[src/rtl/strum_judge_ctrl.sv]
// rtl/strum_judge_ctrl.sv - strum debounce and per-note hit/miss judging with score, streak and multiplier
// Optional feature macro: OVERSTRUM_PENALTY_EN (strum with no note pending costs the streak)
module strum_judge_ctrl #(
    parameter int DEBOUNCE_CYCLES = 4,
    parameter int SCORE_W         = 16,
    parameter int STREAK_W        = 8
) (
    input  logic                clock,
    input  logic                reset,
    input  logic                strum_raw,
    input  logic [3:0]          buttons,
    input  logic [3:0]          intersections,
    input  logic                note_valid,
    input  logic                note_done,
    output logic                hit,
    output logic                miss,
    output logic [SCORE_W-1:0]  score,
    output logic [STREAK_W-1:0] streak,
    output logic [2:0]          multiplier
);

    localparam int CNT_W = $clog2(DEBOUNCE_CYCLES + 1);

    localparam logic [1:0] ST_IDLE   = 2'd0;
    localparam logic [1:0] ST_ARMED  = 2'd1;
    localparam logic [1:0] ST_JUDGED = 2'd2;

    logic             sync_q1;
    logic             sync_q2;
    logic             db_level;
    logic [CNT_W-1:0] db_cnt;
    logic             strum_evt;
    logic [1:0]       state;

    logic                match;
    logic [SCORE_W:0]    score_sum;
    logic [SCORE_W-1:0]  score_next;
    logic [STREAK_W-1:0] streak_inc;

    function automatic logic [2:0] mult_of(input logic [STREAK_W-1:0] s);
        if (s >= STREAK_W'(30))      return 3'd4;
        else if (s >= STREAK_W'(20)) return 3'd3;
        else if (s >= STREAK_W'(10)) return 3'd2;
        else                         return 3'd1;
    endfunction

    // Debounced level only follows the synced strum after an unbroken run of disagreement;
    // strum_evt is registered so it lines up with the cycle after the level flips high.
    always_ff @(posedge clock or posedge reset) begin
        if (reset) begin
            sync_q1   <= 1'b0;
            sync_q2   <= 1'b0;
            db_level  <= 1'b0;
            db_cnt    <= '0;
            strum_evt <= 1'b0;
        end else begin
            sync_q1   <= strum_raw;
            sync_q2   <= sync_q1;
            strum_evt <= 1'b0;
            if (sync_q2 != db_level) begin
                if (db_cnt == CNT_W'(DEBOUNCE_CYCLES - 1)) begin
                    db_level  <= sync_q2;
                    db_cnt    <= '0;
                    strum_evt <= sync_q2;
                end else begin
                    db_cnt <= db_cnt + CNT_W'(1);
                end
            end else begin
                db_cnt <= '0;
            end
        end
    end

    always_comb begin
        match      = (buttons == intersections);
        score_sum  = {1'b0, score} + (SCORE_W + 1)'(multiplier);
        score_next = score_sum[SCORE_W] ? {SCORE_W{1'b1}} : score_sum[SCORE_W-1:0];
        streak_inc = (streak == {STREAK_W{1'b1}}) ? streak : streak + STREAK_W'(1);
    end

    always_ff @(posedge clock or posedge reset) begin
        if (reset) begin
            state      <= ST_IDLE;
            hit        <= 1'b0;
            miss       <= 1'b0;
            score      <= '0;
            streak     <= '0;
            multiplier <= 3'd1;
        end else begin
            hit  <= 1'b0;
            miss <= 1'b0;
            case (state)
                ST_IDLE: begin
                    // A row that arrives and leaves in the same cycle was never playable.
                    if (note_valid && !note_done)
                        state <= ST_ARMED;
`ifdef OVERSTRUM_PENALTY_EN
                    if (strum_evt) begin
                        miss       <= 1'b1;
                        streak     <= '0;
                        multiplier <= 3'd1;
                    end
`endif
                end
                ST_ARMED: begin
                    // Strum takes priority over a simultaneous note_done.
                    if (strum_evt) begin
                        if (match) begin
                            hit        <= 1'b1;
                            score      <= score_next;
                            streak     <= streak_inc;
                            multiplier <= mult_of(streak_inc);
                        end else begin
                            miss       <= 1'b1;
                            streak     <= '0;
                            multiplier <= 3'd1;
                        end
                        state <= note_done ? ST_IDLE : ST_JUDGED;
                    end else if (note_done) begin
                        miss       <= 1'b1;
                        streak     <= '0;
                        multiplier <= 3'd1;
                        state      <= ST_IDLE;
                    end
                end
                ST_JUDGED: begin
                    if (note_done)
                        state <= ST_IDLE;
                end
                default: state <= ST_IDLE;
            endcase
        end
    end

endmodule

[config.mk]
export PLATFORM = sky130hd
export DESIGN_NAME = strum_judge_ctrl
export DESIGN_NICKNAME = d
export VERILOG_FILES = /design/src/rtl/strum_judge_ctrl.sv
export SDC_FILE = /design/constraint.sdc
export NUM_CORES = 1
export LEC_CHECK = 0
export CAP_MARGIN = 20
export CORE_MARGIN = 2
export CORE_UTILIZATION = 57
export CTS_BUF_LIST = sky130_fd_sc_hd__clkbuf_8
export DETAILED_ROUTE_END_ITERATION = 6
export PLACE_DENSITY_LB_ADDON = 0.1
export SLEW_MARGIN = 10
export SYNTH_ARGS = -nofsm -noshare
export SYNTH_HDL_FRONTEND = slang
export SYNTH_SLANG_ARGS = --single-unit
[constraint.sdc]
create_clock -name clock -period 5.95 [get_ports clock]
set_clock_uncertainty 0.05 [all_clocks]
set_input_delay 0.8925 -clock clock [delete_from_list [all_inputs] [get_ports clock]]
set_output_delay 0.8925 -clock clock [all_outputs]
set_load 0.01 [all_outputs]
==> results of run 1 <==
kinds of logic (layout without fill, tap and decap cells):
| kind of cell | Yosys count | count (layout) | share of synthesized area [%] |
|---|---|---|---|
| buffers and inverters | 18 | 60 | 4.87 |
| multiplexers | 4 | 4 | 2.06 |
| AO/OA/AOI/OAI | 48 | 48 | 15.3 |
| AND/OR/NAND/NOR | 91 | 91 | 24.1 |
| flip-flops | 38 | 38 | 44.7 |
| adder cells (fa/ha/maj) | 6 | 6 | 3.88 |
| XOR/XNOR | 10 | 10 | 5.17 |
stage by stage:
| stage | hold slack, ns | total power [W] |
|---|---|---|
| finish | 0.310 | 0.000643 |
| global route | 0.316 | 0.000673 |
| CTS | 0.314 | 0.000653 |
| detailed placement | 0.296 | 0.000387 |
| global placement | 0.285 | 0.000383 |
| floorplan | 0.281 | 0.000350 |
state kept, by name, indices dropped and copies added, names as in the netlist, 2 cells and up:
signal	count
db_cnt	3
state	2
multiplier	3
score	16
streak	8
worst min path at each step:
stage,from,end,depth (start not counted)
2_1_floorplan,sync_q1,sync_q2,0
3_3_place_gp,sync_q1,sync_q2,0
3_5_place_dp,sync_q1,sync_q2,0
4_1_cts,sync_q1,sync_q2,0
5_1_grt,sync_q1,sync_q2,0
6_report,sync_q1,sync_q2,0
power by group:
part           internal [W]  switching (W)  leakage (nW)
Combinational     0.0000490      0.0000404         0.552
Clock              0.000168      0.0000935        0.0683
Sequential         0.000276      0.0000156         0.515
Total              0.000493       0.000149          1.14
worst max-delay path, cell delays in order (launching register included):
cell	delay, ns
dfstp_2	0.55
ha_1	0.16
inv_1	0.05
fa_1	0.40
nor2b_1	0.18
o2111ai_1	0.17
nor4_2	0.66
nand3b_1	0.54
o211ai_1	0.23
layout make-up:
cell class | count | area (sq um)
fillers | 306 | 953
clock inverters | 3 | 68.8
flip-flops and latches | 38 | 952
repair buffers | 42 | 418
clock buffers | 5 | 68.8
multi-input cells | 159 | 1070
inverters | 10 | 37.5
well taps | 48 | 60.1
layer usage:
layer	share of wire, %	vias to the layer above	global-route usage [%]
li1	-	875	-
met1	47	873	33.9
met2	46	60	38.9
met3	5.5	5	4.11
met4	0.91	0	9.38
met5	0	-	0
cell usage in the layout (no fill, tap or decap), types with 3 or more instances in the layout:
| master | instances |
|---|---|
| a21oi_1 | 7 |
| a31oi_1 | 3 |
| and2_1 | 3 |
| and3_1 | 5 |
| and4_1 | 3 |
| clkbuf_8 | 5 |
| clkdlybuf4s50_1 | 41 |
| dfrtp_1 | 37 |
| ha_1 | 5 |
| inv_1 | 10 |
| mux2_2 | 3 |
| nand2_1 | 22 |
| nand3_1 | 9 |
| nand4_1 | 6 |
| nor2_1 | 10 |
| nor2b_1 | 6 |
| nor3_1 | 5 |
| nor4_1 | 3 |
| o21ai_0 | 13 |
| o31ai_1 | 3 |
| or4_1 | 6 |
| xnor2_1 | 6 |
| xnor2_2 | 3 |
==> run_results.csv, run 1 <==
group,metric,value,unit
timing,max_slew.worst_pin.slew,0.825,ns
die,dieWidth,65.1,um
yosys,synth.largest_area_cell,"dfrtp_1",
clocking,cts_tree,"yes",
setup_path,critPathMaxFanout,12,
detailed_routing,drt-total-wl,4490,um
pwr,p_leak,1.14,nW
timing,rsz0062_at_grt,"no",
clocking,post_cts_buffers,0,
yosys,syn_area_per_cell,9.91,sq um
detailed_routing,viasPerCell,5.94,
pwr,p_per_area,240,nW/um^2
global_route,first_global_vias,1722,
detailed_routing,drc,0,
yosys,netlist_area,2130,sq um
layout,design_area,2680,sq um
setup_path,critPathKind,"flip-flop to flip-flop",
setup_path,r2r_slack,2.86,ns
placement,dpl.hpwl,3210,um
clocking,hold_buffers,0,
global_route,overflow,0,
clocking,numCtsBuffers,5,
layout,nNetsFinal,275,
die,rows,22,
clocking,clock-sinks,38,
clocking,clockBufferDepth,2,
placement,place_area,2540,sq um
global_route,grt_pass1_wl,7990,um
layout,drive_gt1_share,9.34,%
global_route,grtUsageTotal,24.5,%
setup_path,cp_data_arrival_time,3.24,ns
clocking,clk_pin_slew,0.08,ns
placement,placed_cells,297,
yosys,ys_types,59,
die,dieArea,4240,sq um
yosys,yosys_warnings,0,
setup_path,crit_end,"score[2]",
flow_run,max_cap_viol_count,0,
timing,slew_headroom,44.5,%
setup_path,startpoint,"multiplier[0]",
clocking,cts_root_buffer,"clkbuf_8",
timing,setup_viol_count_final,0,
layout,final_util,73.8,%
yosys,synth_edf_count,0,
timing,fin_setup_tns,0,ns
global_route,antenna_found_initial,0,
die,floorplan.initialDensity,58.6,%
detailed_routing,dr.pass1.iters,4,
timing,period_minus_slack,3.09,ns
layout,diodes,0,
clocking,cts_resized,0,
yosys,netlist_instances,215,
timing,max_freq,324,MHz
detailed_routing,vias,1813,
detailed_routing,drtIter0Drc,121,
yosys,yosysSeqAreaShare,44.7,%
setup_path,rr_endpoint,"score[2]",
layout,final_cells,305,
detailed_routing,ant_nets,0,
placement,io_buffers,41,
yosys,synth_seq_cells,38,
yosys,ys.flop_type,"dfrtp_1",
yosys,synth_async_sr_flop_share,100,%
setup_path,crit_path_end_kind,"flip-flop",
pwr,ir_worst_vdd,179,uV
clocking,clock_latency,0.29,ns
timing,min_period_over_period,51.9,%
detailed_routing,wl_per_cell,14.7,um
yosys,synthMostInstantiatedCell,"dfrtp_1",
yosys,synthTopCellsByCount,"37 x dfrtp_1, 22 x nand2_1, 13 x o21ai_0",
setup_path,rr_startpoint,"multiplier[0]",
setup_path,required,6.11,ns
die,die_y,65.1,um
worst_hold_path,hp-class,"flip-flop to flip-flop",
yosys,ys_top_cells_by_area,"dfrtp_1 43%, nand2_1 3.9%, o21ai_0 3.1%",
timing,hold_viol,0,
global_route,grt_max_degree,39,
layout,syn2layout_area_growth,25.8,%
yosys,syn-num-nets,234,
outcome,status,"finished clean",
setup_path,r2r_cells,8,
die,core-area,3630,sq um
setup_path,worstSetupStartpointType,"flip-flop",
placement,place.gp.congestion,0.879,
die,ios,42,
timing,setup_ws,2.86,ns
timing,slew_viol_final,0,
clocking,htreeDepth,2,
yosys,yosys.area.top_type_share,43.5,%
placement,preCtsSetupSlack,2.58,ns
Power figures use the tool's default switching activity.
==> inputs of run 2 (changes only) <==
Settings changed: CORE_UTILIZATION 57 to 53.
Clock period 5.95 ns to 3.11 ns, I/O delays scaled along.
==> run 2 against run 1 <==
Net effect:
- die area rose by 7.1%
- final cell count is 0.98% higher
- power increased by 81%
- via count increased by 1.7%
- critical endpoint is now score[5]
- critical path type unchanged
==> run_results.csv, run 2 (synthesized netlist as in run 1, its figures left out) <==
group,metric,value,unit
pwr,ir_worst_vdd,328,uV
clocking,clockBufferDepth,2,
detailed_routing,drc,0,
layout,syn2layout_area_growth,25.4,%
timing,max_freq,380,MHz
clocking,clk_pin_slew,0.08,ns
setup_path,rr_endpoint,"score[5]",
placement,io_buffers,41,
die,die_y,67.4,um
setup_path,worstSetupStartpointType,"flip-flop",
setup_path,required,3.27,ns
die,dieArea,4540,sq um
placement,dpl.hpwl,3370,um
layout,regMostFlops,"score",
die,ios,42,
layout,design_area,2670,sq um
clocking,clock-sinks,38,
die,rows,23,
clocking,numCtsBuffers,5,
timing,max_slew.worst_pin.slew,0.605,ns
detailed_routing,drtIter0Drc,126,
global_route,grtUsageTotal,23.5,%
setup_path,path_buf_inv,2,
global_route,grt_max_degree,24,
pwr,p_leak,1.13,nW
layout,drive_gt1_share,9.69,%
layout,diodes,0,
timing,hold_viol,0,
layout,most-common-layout-cells,"41 x clkdlybuf4s50_1, 37 x dfrtp_1, 22 x nand2_1",
global_route,grt_pass1_wl,7980,um
timing,setup_viol_count_final,0,
pwr,switchingPower,0.000283,W
pwr,p_comb_share,14.9,%
detailed_routing,dr.pass1.iters,5,
pwr,clockPowerShare,37.2,%
pwr,internal_power,0.000880,W
placement,place.gp.congestion,0.921,
timing,fin_setup_tns,0,ns
clocking,clock_latency,0.29,ns
die,floorplan.initialDensity,54.0,%
setup_path,crit_chain,"ha_1 -> inv_1 -> fa_1 -> nor2b_1 -> o2111ai_1 -> nor4_2 -> buf_4 -> nand3b_1 -> o21ai_0",
die,dieWidth,67.4,um
worst_hold_path,holdPathStages,0,
die,core-area,3940,sq um
pwr,p_sw_share,24.3,%
worst_hold_path,worstHoldStart,"sync_q1",
pwr,p_per_area,435,nW/um^2
clocking,htreeDepth,2,
timing,rsz0062_at_grt,"no",
detailed_routing,ant_nets,0,
setup_path,critPathKind,"flip-flop to flip-flop",
layout,final_common_cell,"clkdlybuf4s50_1",
timing,setup_ws,0.476,ns
setup_path,r2r_slack,0.48,ns
setup_path,crit_path_end_kind,"flip-flop",
timing,slew_headroom,59.3,%
placement,place_area,2560,sq um
timing,slew_viol_final,0,
placement,preCtsSetupSlack,0.271,ns
setup_path,critPathMaxFanout,12,
detailed_routing,viasPerCell,5.99,
clocking,post_cts_buffers,0,
layout,nNetsFinal,277,
flow_run,max_cap_viol_count,0,
setup_path,worst_path_max_delay_cell,"dfstp_2",
layout,largest_reg_flops,16,
outcome,status,"finished clean",
timing,period_minus_slack,2.63,ns
clocking,cts_resized,0,
setup_path,r2r_cells,9,
clocking,hold_buffers,0,
setup_path,slowest_delay,0.55,ns
setup_path,rr_startpoint,"multiplier[0]",
timing,min_period_over_period,84.7,%
setup_path,cpLargestDelayFamily,"simple AND/OR/NAND/NOR gates",
worst_hold_path,worst_hold_path.endpoint,"sync_q2",
global_route,antenna_found_initial,0,
layout,n_fill_cell,331,
setup_path,cp_data_arrival_time,2.79,ns
detailed_routing,drt-total-wl,4670,um
global_route,overflow,0,
layout,reg.largest.list,"score (16), streak (8)",
pwr,pwr-share-seq,47.9,%
detailed_routing,vias,1844,
worst_hold_path,hp-class,"flip-flop to flip-flop",
global_route,first_global_vias,1738,
clocking,cts_root_buffer,"clkbuf_8",
detailed_routing,wl_per_cell,15.2,um
clocking,cts_tree,"yes",
==> run 2: changes by cell type in the layout (fill, tap and decap cells not counted), sizes merged <==
| cell | change |
|---|---|
| buf | +2 |
| bufinv | -1 |
| clkbuf | +1 |
| clkinv | -1 |
==> run 2: routing by layer <==
| layer | global-route usage (%) | wire, um | vias up |
|---|---|---|---|
| met2 | 39.6 | 2330 | 59 |
| met4 | 7.40 | 58 | 0 |
| li1 | - | - | 884 |
| met1 | 29.5 | 1990 | 894 |
| met5 | 0 | 0 | - |
| met3 | 6.00 | 291 | 7 |
==> run 2: layout make-up <==
| cell class | instances | area (sq um) | share of cell area [%] |
|---|---|---|---|
| Sequential cell | 38 | 952 | 35.6 |
| Clock buffer | 6 | 82.6 | 3.09 |
| Clock inverter | 1 | 30.0 | 1.12 |
| Tap cell | 50 | 62.6 | 2.34 |
| Inverter | 10 | 37.5 | 1.40 |
| Multi-Input combinational cell | 159 | 1070 | 40.2 |
| Timing Repair Buffer | 44 | 433 | 16.2 |
==> run 2: worst max-delay path by stage <==
stage | from | end | cells after the start
floorplan | multiplier[0] | score[12] | 8
global placement | intersections[2] | score[15] | 6
detailed placement | intersections[3] | score[15] | 6
CTS | multiplier[0] | score[5] | 9
global route | multiplier[0] | score[5] | 9
finish | multiplier[0] | score[5] | 9
==> run 2: through the flow <==
stage	hold WS, ns	utilization [%]	total power (W)	std cells
after floorplan	0.281	-	0.000670	215
after global placement	0.286	64.9	0.000734	301
after detailed placement	0.307	64.9	0.000742	301
after CTS	0.324	67.8	0.00117	308
after global routing	0.322	67.8	0.00122	308
final	0.316	67.8	0.00116	308
==> run 2: power by group through the flow <==
stage	registers, W	logic (W)	clock network [W]
after global routing	0.000562	0.000200	0.000461
after CTS	0.000558	0.000175	0.000439
final	0.000558	0.000173	0.000433
after global placement	0.000566	0.000169	0
after detailed placement	0.000568	0.000174	0
after floorplan	0.000567	0.000103	0
==> inputs of run 3 (changes only) <==
Clock period 3.11 ns to 2.5 ns, I/O delays scaled along.
==> run 3 against run 2 <==
Net effect:
- non-clock buffer count grew 12
- clock power up 44%
- final area rose by 5.7%
- highest routed layer unchanged
==> run_results.csv, run 3 (synthesized netlist as in run 1, its figures left out) <==
group,metric,value,unit
outcome,status,"finished clean",
layout,reg.largest.list,"score (16), streak (8)",
detailed_routing,drtIter0Drc,144,
timing,rsz0062_at_grt,"yes",
die,ios,42,
detailed_routing,drt-total-wl,4610,um
detailed_routing,vias,1803,
clocking,numCtsBuffers,5,
global_route,grt_pass1_wl,7780,um
layout,largest_reg_flops,16,
layout,final_util,71.6,%
global_route,grtUsageTotal,22.9,%
setup_path,worstSetupStartpointType,"flip-flop",
global_route,grt_max_degree,39,
die,floorplan.initialDensity,54.0,%
timing,slew_headroom,68.2,%
setup_path,required,2.62,ns
die,dieArea,4540,sq um
pwr,ir_worst_vdd,367,uV
pwr,internal_power,0.00118,W
global_route,busiest_layer,"met2",
global_route,use_met1,29.7,%
die,core-area,3940,sq um
setup_path,crit_path_end_kind,"flip-flop",
timing,hold_viol,0,
clocking,post_cts_buffers,0,
pwr,p_sw_share,23.1,%
clocking,cts_root_buffer,"clkbuf_8",
layout,drive_gt1_share,15.1,%
pwr,p_leak,1.21,nW
clocking,clock-sinks,38,
setup_path,r2r_cells,9,
clocking,htreeDepth,2,
clocking,clock_latency,0.29,ns
pwr,p_comb_share,14.1,%
clocking,clk_pin_slew,0.08,ns
timing,setup_viol_count_final,0,
clocking,clockBufferDepth,2,
placement,place.gp.congestion,0.930,
layout,final_common_cell,"clkdlybuf4s50_1",
pwr,switchingPower,0.000354,W
setup_path,critPathKind,"flip-flop to flip-flop",
global_route,first_global_vias,1789,
timing,slew_viol_final,0,
pwr,clockPowerShare,40.6,%
detailed_routing,ant_nets,0,
layout,most-common-layout-cells,"41 x clkdlybuf4s50_1, 37 x dfrtp_1, 22 x nand2_1",
placement,dpl.hpwl,3300,um
detailed_routing,drc,0,
pwr,pwr-share-seq,45.2,%
timing,max_freq,421,MHz
die,dieWidth,67.4,um
timing,max_slew.worst_pin.slew,0.477,ns
worst_hold_path,hp-class,"flip-flop to flip-flop",
placement,io_buffers,41,
setup_path,cp_data_arrival_time,2.50,ns
die,rows,23,
die,die_y,67.4,um
setup_path,critPathMaxFanout,5,
timing,period_minus_slack,2.37,ns
worst_hold_path,holdPathStages,0,
flow_run,max_cap_viol_count,0,
detailed_routing,viasPerCell,5.62,
timing,fin_setup_tns,0,ns
detailed_routing,dr.pass1.iters,4,
layout,syn2layout_area_growth,32.5,%
pwr,p_per_area,542,nW/um^2
global_route,overflow,0,
clocking,cts_tree,"yes",
timing,min_period_over_period,94.9,%
layout,nNetsFinal,289,
layout,diodes,0,
clocking,hold_buffers,0,
global_route,use_met3,5.67,%
layout,final_cells,321,
placement,placed_cells,313,
global_route,antenna_found_initial,0,
pwr,total_power,0.00153,W
layout,regMostFlops,"score",
detailed_routing,wl_per_cell,14.4,um
global_route,grtUsageMet2,37.3,%
==> run 3: cell count changes in the layout (fill, tap and decap cells not counted), sizes merged <==
cell,previous run,this run
clkinv,0,1
clkbuf,6,5
buf,3,15
bufinv,1,2
==> run 3: final cells by class <==
class                      count  area (sq um)
sequential                    38           952
multi-input combinational    159          1110
clock buffer                   5          68.8
timing repair buffer          56           523
fill                         303          1120
clock inverter                 3          68.8
inverter                      10          37.5
tap                           50          62.6
==> run 3: timing repair <==
item,4_1_cts,5_1_grt
pin swaps,1,1
resized for setup,3,2
endpoints found under the setup margin,1,12
==> run 3: worst max-delay path, cell delays in order (launching register included) <==
cell and delay [ns]:
dfstp_2 0.56, ha_1 0.17, inv_1 0.06, fa_2 0.37, nor2b_4 0.17, o2111ai_4 0.14, nor4_4 0.30, buf_4 0.21
and4_1 0.18, o21ai_0 0.06
==> run 3: per-layer routing <==
layer | vias up | routed length [um]
met2 | 45 | 2250
met5 | - | 0
met3 | 6 | 236
met4 | 0 | 59
li1 | 899 | -
met1 | 853 | 2070
==> run 3: worst paths after layout <==
| path | startpoint | end | slack, ns |
|---|---|---|---|
| worst min-delay path | sync_q1 | sync_q2 | 0.31 |
| worst min register to register | sync_q1 | sync_q2 | 0.31 |
| max in group asynchronous | reset | multiplier[0] | 1.59 |
| min in group asynchronous | reset | db_cnt[0] | 0.46 |
| worst max register to register | multiplier[0] | score[8] | 0.13 |
| worst max-delay path | multiplier[0] | score[8] | 0.13 |
==> run 3: power by group through the flow <==
stage	sequential (W)	clock [W]	combinational (W)
floorplan	0.000706	0	0.000129
global placement	0.000703	0	0.000215
detailed placement	0.000705	0	0.000220
CTS	0.000693	0.000637	0.000221
global route	0.000698	0.000671	0.000243
finish	0.000692	0.000622	0.000216
==> run 3: through the flow <==
step                      setup slack [ns]  area (sq um)  hold slack (ns)
after floorplan                      0.127          2140            0.281
after global placement             -0.0452          2660            0.284
after CTS                           0.0363          2810            0.320
final                                0.127          2820            0.313
after global routing               -0.0111          2820            0.324
after detailed placement           -0.0882          2660            0.301
